`src/rtl/sys_pkg.sv`:
```
// Shared types for the column-sum gather stage.
// State encoding and counter-width helper.
package sys_pkg;

  typedef enum logic {
    IDLE = 1'b0,
    FILL = 1'b1
  } state_t;

  function automatic int clog2p1(input int n);
    return $clog2(n + 1);
  endfunction

endpackage

```
`src/rtl/sys_gather.sv`:
```
// Collects the serial column-sum stream back into
// parallel vectors and counts them into output frames.
module sys_gather
  import sys_pkg::*;
#(
  parameter int BitSize     = 8,
  parameter int NumOfNerves = 4,
  parameter int DepthOut    = 2
) (
  input  logic clk,
  input  logic res,
  input  logic in_valid,
  input  logic in_start,
  input  logic [BitSize-1:0] in_data,
  output logic out_valid,
  output logic out_start,
  output logic [NumOfNerves-1:0][BitSize-1:0] out_data,
  output logic out_error
);

  localparam int CW = clog2p1(NumOfNerves);
  localparam int VW = clog2p1(DepthOut);
  localparam logic [CW-1:0] TOP = CW'(NumOfNerves - 1);
  localparam logic [VW-1:0] VLAST = VW'(DepthOut - 1);

  state_t state;
  logic [CW-1:0] cnt;
  logic [CW-1:0] slot;
  logic [VW-1:0] vcnt;
  logic [NumOfNerves-1:0][BitSize-1:0] fill;
  logic [NumOfNerves-1:0][BitSize-1:0] nxt;
  logic wr;
  logic last;
  logic bad;

  // Highest nerve index arrives first, so slots fill downward.
  always_comb begin
    slot = in_start ? TOP : TOP - cnt;
    wr   = in_valid & (in_start | (state == FILL));
    last = 1'b0;
    if (wr) begin
      if (in_start) last = (NumOfNerves == 1);
      else          last = (cnt == TOP);
    end
    bad = 1'b0;
    if (in_valid) begin
      if (in_start) bad = (state == FILL);
      else          bad = (state == IDLE);
    end
    nxt = fill;
    for (int i = 0; i < NumOfNerves; i++) begin
      if (slot == CW'(i)) nxt[i] = in_data;
    end
  end

  always_ff @(posedge clk) begin
    if (res) begin
      state     <= IDLE;
      cnt       <= '0;
      vcnt      <= '0;
      fill      <= '0;
      out_data  <= '0;
      out_valid <= 1'b0;
      out_start <= 1'b0;
      out_error <= 1'b0;
    end else begin
      out_valid <= 1'b0;
      out_start <= 1'b0;
      if (bad) out_error <= 1'b1;
      if (wr) begin
        fill <= nxt;
        if (last) begin
          out_data  <= nxt;
          out_valid <= 1'b1;
          out_start <= (vcnt == '0);
          vcnt      <= (vcnt == VLAST) ? '0
                       : vcnt + VW'(1);
          cnt       <= '0;
          state     <= IDLE;
        end else begin
          cnt   <= in_start ? CW'(1)
                   : cnt + CW'(1);
          state <= FILL;
        end
      end
    end
  end

endmodule
```
`config.mk`:
```
export PLATFORM = sky130hd
export DESIGN_NAME = sys_gather
export DESIGN_NICKNAME = d
export VERILOG_FILES = /design/src/rtl/sys_pkg.sv /design/src/rtl/sys_gather.sv
export SDC_FILE = /design/constraint.sdc
export NUM_CORES = 1
export LEC_CHECK = 0
export CAP_MARGIN = 5
export CORE_MARGIN = 2
export CORE_UTILIZATION = 30
export DETAILED_ROUTE_END_ITERATION = 10
export PLACE_DENSITY_LB_ADDON = 0.25
export SYNTH_ARGS = -nofsm -noshare
export SYNTH_HDL_FRONTEND = slang
export SYNTH_SLANG_ARGS = --single-unit
```
`constraint.sdc`:
```
create_clock -name clk -period 2.3 [get_ports clk]
set_input_delay 0.46 -clock clk [delete_from_list [all_inputs] [get_ports clk]]
set_output_delay 0.46 -clock clk [all_outputs]
set_load 0.02 [all_outputs]
```
[After elaboration in Yosys (flattened, before gate mapping)]
Cells that the tools add are included.
Cells by class
  muxes and demuxes: 14
  reductions and logical operators: 5
  bitwise operators: 5
  eq/ne operators: 5
  $add $sub $neg: 3
Operators with widths (count)
  $mux W8: 4
  $eq A3 B2 Y1 const B: 3
  $mux W3: 3
  $mux W1: 6
  $add A3 B1 Y3 const B: 1
  $eq A3 B1 Y1 const B: 1
  $logic_not A3 Y1: 1
  $not A1 Y1: 3
  $reduce_or A3 Y1: 1
  $sub A2 B3 Y3 const A: 1
  $add A2 B1 Y2 const B: 1
  $eq A2 B1 Y1 const B: 1
  $logic_not A2 Y1: 1
  $mux W2: 1
  $reduce_and A2 Y1: 1
  $reduce_or A2 Y1: 1
  $and A1 B1 Y1: 1
  $or A1 B1 Y1: 1
Word-level totals
  output and inout bits: 35
  logic and storage cells: 46
  input port bits: 12
  bits in registers: 73

[Depth between registers and ports, before layout]
Gate-level depths: netlist of run 1.
  depth after elaboration: 5
  mapped depth: 8
  depth with buffers taken out: 5

[Least setup slack after synthesis of run 1]
OpenSTA, ideal clock, no wires.
  path kind: input-to-reg
  from: in in_start
  to: reg out_data[0] (netlist bit)
  buffers on the path: 3
  required time: 2230 ps
  library setup time: 70 ps
  data arrival time: 1899 ps
  stages on the path: 8
  slack: 331 ps
  cells stage by stage: inv_1 clkbuf_1 ha_1 nand4bb_1 clkbuf_1 clkbuf_1 o21ai_0 a21oi_1
Between the ends
  longest elaborated chain between the ends: 4
  elaborated cells between the ends (all ways): 8
  classes of those cells: mux (4); bitwise (2); reduce/logical (2)
Ends and longest elaborated chain
  from (decl): RTL line sys_gather.sv:13  | input logic in_start,
  $or A1 B1 Y1: RTL line sys_gather.sv:39  | wr = in_valid & (in_start | (state == FILL));
  $and A1 B1 Y1: RTL line sys_gather.sv:39
  $mux W1: RTL line sys_gather.sv:41  | if (wr) begin
  $reduce_and A2 Y1 (no source line)
  to (signal assigned): RTL line sys_gather.sv:73  | out_data <= nxt;
  to (decl): RTL line sys_gather.sv:17  | output logic [NumOfNerves-1:0][BitSize-1:0] out_data,
Parallel ways exist; a longest one is shown, timed or not.
A chain may end at the register's enable or synchronous reset.

[Final worst setup path of run 1]
  from: in in_start
  to: reg fill[22] (netlist bit)
Between the ends
  longest elaborated chain between the ends: 3
  elaborated cells between the ends (all ways): 5
  classes of those cells: eq/ne (1); mux (2); bitwise (2)
Ends and longest elaborated chain
  $mux W3: RTL line sys_gather.sv:38  | slot = in_start ? TOP : TOP - cnt;
  $eq A3 B2 Y1: RTL line sys_gather.sv:52  | if (slot == CW'(i)) nxt[i] = in_data;
  $mux W8: RTL line sys_gather.sv:52
  to (signal assigned): RTL line sys_gather.sv:71  | fill <= nxt;
  to (decl): RTL line sys_gather.sv:30  | logic [NumOfNerves-1:0][BitSize-1:0] fill;
Parallel ways exist; a longest one is shown, timed or not.

==> results of run 1 <==
[per-stage QoR]
| step | std cells | util, % |
|---|---|---|
| after floorplan | 305 | - |
| after global placement | 439 | 36.83 |
| after detailed placement | 439 | 36.83 |
| after CTS | 455 | 39.41 |
| after global routing | 455 | 39.41 |
| final | 455 | 39.41 |
[registers in the layout, indices dropped and copies added (netlist names)]
signal and count:
out_valid 1, out_data 32, out_error 1, cnt 3
state 1, out_start 1, fill 24, vcnt 2
[final timing paths]
check	endpoint	depth (start not counted)	startpoint	slack [ps]
worst min-delay path	out_start	1	vcnt[1]	440
worst max register to register	fill[30]	3	cnt[2]	620
worst max-delay path	fill[22]	7	in_start	330
worst min register to register	out_start	1	vcnt[1]	440
[area by class of cell]
class / instances / area share, %
sequential: 65 / 38.24
clock buffer: 14 / 4.779
clock inverter: 2 / 1.765
timing repair buffer: 58 / 16.03
multi-input combinational: 205 / 34.89
inverter: 3 / 0.3309
tap: 108 / 3.971
[cell usage after synthesis (3+ instances only)]
cell type / instances
a211oi_1: 10
a21oi_1: 53
buf_1: 3
buf_2: 3
clkbuf_1: 24
dfxtp_1: 65
inv_1: 3
mux2i_1: 8
nand2b_1: 19
nand3_1: 48
nor2_1: 5
o21ai_0: 37
o21ai_1: 5
[routing by layer]
| layer | vias to the layer above | share of wire (%) | GRT usage [%] |
|---|---|---|---|
| met2 | 55 | 45 | 21.49 |
| met4 | 0 | 1.3 | 4.808 |
| met5 | - | 0 | 0 |
| met3 | 8 | 4.2 | 4.080 |
| met1 | 1084 | 50 | 20.79 |
| li1 | 1155 | - | - |
[critical path, cell delays in order]
cell and delay (ps):
clkdlybuf4s50_1 480, inv_1 60, ha_1 200, buf_4 150, or3b_2 540, o21ai_0 210
a21oi_1 90
[cells by family (layout without fill, tap and decap cells)]
family | count (synthesis) | after routing | share of synthesized area (%)
AOI/OAI and AO/OA | 106 | 106 | 21.48
adders and majority gates | 2 | 2 | 0.9482
buffers and inverters | 35 | 77 | 5.690
DFF | 65 | 65 | 49.31
muxes | 8 | 8 | 3.035
and+or+nand+nor | 89 | 89 | 19.54
[power by group through the flow]
stage               sequential [mW]  clock (mW)  combinational [mW]
floorplan                      1.18           0               0.119
finish                         1.16        1.09               0.185
CTS                            1.16        1.11               0.186
global route                   1.16        1.16               0.203
detailed placement             1.18           0               0.186
global placement               1.18           0               0.184
==> reports/results.ini, run 1 <==
[clock_tree]
cts_tree=done
worstSkewPairLatency_ps=340
h-tree-depth=3
clk_pin_slew_ps=70
clkSinkCount=65
clock_path_buffers=2
cts_setup_buffers=0
postCtsHoldBufs=0
cts_resized=0
cts_root_buffer=clkbuf_8
cts-buffers-inserted=9

[timing]
worst_slew_pin_slew_ps=610.6
whs_ps=435.4
setup_viol=0
rsz0062_at_grt=no
skew_ps=6.700
period_needed_ps=1968
hold_viol=0
min_period_over_period_pct=85.58
setup_ws_ps=331.6
setup_tns_ps=0
max_clock_freq_mhz=508.0
slew_violations=0
slew_headroom_pct=59.29

[floorplanning]
initial_core_util_pct=30.56
die_y_um=97.79
dieWidth_um=97.79
core_area_um2=8636
die_area_um2=9562
ios=47
std_cell_rows=34

[worst_setup_path]
crit_type=input pin to register
crit_arrival_ps=2190
start_kind=input pin
worstSetupEndpointType=register
required_ps=2520
crit_path_max_fanout=8

[pwr]
seqPwrFrac_pct=47.5
p_sw_uw=552.3
peakVddDrop_v=0.0002376
p_comb_share_pct=7.6
power.total_mw=2.434
p_leak_nw=1.112
power_density_nw_per_um2=715.1
power_switching_share_pct=22.70
p_int_mw=1.881
clock_power_share_pct=44.9

[synth]
ys_ff_latch=65
syn_area_um2=2639
synth.distinct_cells=30
synth_nets=319
synth_warnings=0
synthFlopType=dfxtp_1
synth-edff-count=0
ys_seq_area_share_pct=49.31
async_reset_ff_share_pct=0
syn_area_per_cell_um2=8.652
netlist_instances=305
yosysTopAreaCell=dfxtp_1
synth_top_area_share_pct=49.31
yosys-top-cells-area=dfxtp_1, a21oi_1, nand3_1

[placed_design]
dpl.hpwl_mm=4.419
place_ws_ps=-51.07
place_area_um2=3181
io_buffer_count=46
place_congestion=0.7943

[layout]
fin_area_um2=3403
nFillCells=878
area_growth_pct=28.97
multiInputGateArea_um2=1187
drive_above_1_share_pct=9.222
final_common_cell=dfxtp_1
nets=356
antenna_cells=0
seqCellArea_um2=1301
mostFrequentLayoutCells=dfxtp_1, a21oi_1, nand3_1

[global_route]
grt_overflow_total=0
grtUsageTotal_pct=14.63
grt_pass1_vias=2148
antenna_found_initial=0
grt_pass1_wl_mm=11.26
grt_max_degree=40

[route]
drt_iter0_markers=129
drc=0
dr.pass1.iters=5
antenna_left=0
wl_per_cell_um=14.80
drt_wl_total_mm=6.732
avgViaCountPerCell=5.059
vias=2302

[hold_path]
min_path_type=register to register

[status]
status=complete, no violations

[job]
maxCapViolCount=0

Note: power is estimated with default switching activity, not from simulation.
==> run 2: changes to the inputs <==
--- a/config.mk
+++ b/config.mk
@@ -9,7 +9,7 @@
 export CORE_MARGIN = 2
 export CORE_UTILIZATION = 30
 export DETAILED_ROUTE_END_ITERATION = 10
-export PLACE_DENSITY_LB_ADDON = 0.25
+export MAX_ROUTING_LAYER = met4
 export SYNTH_ARGS = -nofsm -noshare
 export SYNTH_HDL_FRONTEND = slang
 export SYNTH_SLANG_ARGS = --single-unit
==> run 2 against run 1 <==
Global-route usage rose by 0.40 points. Hold slack lost 15 ps. Clock-buffer cell count decreased by 3. Via count up 0.56%. Clock power increased by 9%. Maximum frequency increased by 3.9%. Cell count did not move. Register-to-register slack worse by 20 ps. Combinational power about the same. Critical endpoint is now out_data[28]. Largest cell class unchanged.
==> reports/results.ini, run 2 (same netlist as run 1, synthesis figures left out) <==
[global_route]
grt_pass1_vias=2203
antenna_found_initial=0
grt_pass1_wl_mm=11.14
grt_overflow_total=0
grtUsageTotal_pct=15.03
grt_max_degree=43

[layout]
mostFrequentLayoutCells=dfxtp_1, a21oi_1, nand3_1
top_register=out_data
final_common_cell=dfxtp_1
nets=356
antenna_cells=0
post-route-util_pct=39.80
drive_above_1_share_pct=9.798
largest_reg_flops=32
reg.largest.list=out_data: 32 flops, fill: 24 flops, cnt: 3 flops
area_growth_pct=30.25

[worst_setup_path]
cp_common_cell=buf_4
crit_path_max_fanout=14
worstSetupEndpointType=register
crit_chain=clkdlybuf4s50_1 > inv_1 > ha_1 > nand4bb_1 > buf_4 > nor2_1 > buf_4 > a211oi_1
start_kind=input pin
slowest_stage=clkdlybuf4s50_1
crit_type=input pin to register
max_stage_delay_ps=480
crit_arrival_ps=2100
required_ps=2510

[route]
vias=2315
drt_iter0_markers=152
drc=0
avgViaCountPerCell=5.088
wl_per_cell_um=14.82
antenna_left=0
dr.pass1.iters=4
drt_wl_total_mm=6.741

[clock_tree]
clock_path_buffers=2
worstSkewPairLatency_ps=350
h-tree-depth=3
postCtsHoldBufs=0
cts_resized=0
clkSinkCount=65
cts-buffers-inserted=9
cts_root_buffer=clkbuf_8
cts_setup_buffers=0
clk_pin_slew_ps=70
cts_tree=done

[pwr]
p_int_mw=1.958
clock_power_share_pct=47.1
seqPwrFrac_pct=45.6
power_density_nw_per_um2=737.2
p_sw_uw=575.9
peakVddDrop_v=0.0002576
power_switching_share_pct=22.73
p_leak_nw=1.122
p_comb_share_pct=7.3

[timing]
min_period_over_period_pct=82.38
rsz0062_at_grt=no
setup_tns_ps=0
max_clock_freq_mhz=527.8
slew_headroom_pct=55.79
skew_ps=5.595
worst_slew_pin_slew_ps=663.1
setup_viol=0
slew_violations=0
hold_viol=0
period_needed_ps=1895

[status]
status=complete, no violations

[floorplanning]
dieWidth_um=97.79
initial_core_util_pct=30.56
die_area_um2=9562
die_y_um=97.79
ios=47
std_cell_rows=34
core_area_um2=8636

[placed_design]
dpl.hpwl_mm=4.445
place_congestion=0.8567
io_buffer_count=46

[hold_path]
min_path_type=register to register

[job]
maxCapViolCount=0

-- run 2: cell count changes in the layout (fill, tap and decap cells not counted) --
cell        delta
buf_12         +1
clkinv_2       +1
clkinvlp_4     +1
clkbuf_8       -1
clkbuf_1       -2
buf_4          -1
bufinv_16      +1
-- run 2: power groups by stage --
stage	registers (mW)	clock network, mW	logic, mW
2_1_floorplan	1.18	0	0.119
3_3_place_gp	1.18	0	0.183
3_5_place_dp	1.18	0	0.186
4_1_cts	1.15	1.21	0.186
5_1_grt	1.16	1.27	0.202
6_report	1.16	1.19	0.185
-- run 2: cell type report --
cell class / count / area [um2]
well taps: 108 / 135.1
fillers: 876 / 5199
clock buffers: 11 / 141.4
repair buffers: 58 / 558.0
flip-flops and latches: 65 / 1301
inverters: 3 / 11.26
multi-input cells: 205 / 1187
clock inverters: 5 / 102.6
-- run 2: final timing paths --
path | depth (start not counted) | from | slack (ps) | endpoint
worst min register to register | 1 | vcnt[1] | 420 | out_start
worst min-delay path | 1 | vcnt[1] | 420 | out_start
worst max register to register | 3 | cnt[2] | 600 | fill[28]
worst max-delay path | 8 | in_start | 410 | out_data[28]
-- run 2: metal layers --
layer	global-route usage, %	up-vias	routed length (um)	share of wire [%]
li1	-	1157	-	-
met1	19.98	1093	3173	47
met2	21.01	49	3130	46
met3	4.223	16	271	4.0
met4	7.265	0	166	2.5
met5	-	-	0	0
-- run 2: critical path: cells and delay by family --
kind,cells,cell delay (ps)
AO/OA/AOI/OAI,1,90
adder cells (fa/ha/maj),1,260
buffers and inverters,4,940
AND/OR/NAND/NOR,2,350
-- run 2: metrics by stage --
stage	hold WS (ps)	cells	setup slack (ps)	power, mW	cell area (um2)
after floorplan	399.0	305	330.9	1.297	2639
after detailed placement	414.0	439	26.99	1.366	3193
after CTS	424.4	455	398.0	2.553	3437
final	420.1	455	405.2	2.534	3437
after global routing	450.4	455	296.1	2.633	3437
after global placement	410.0	439	83.12	1.363	3193
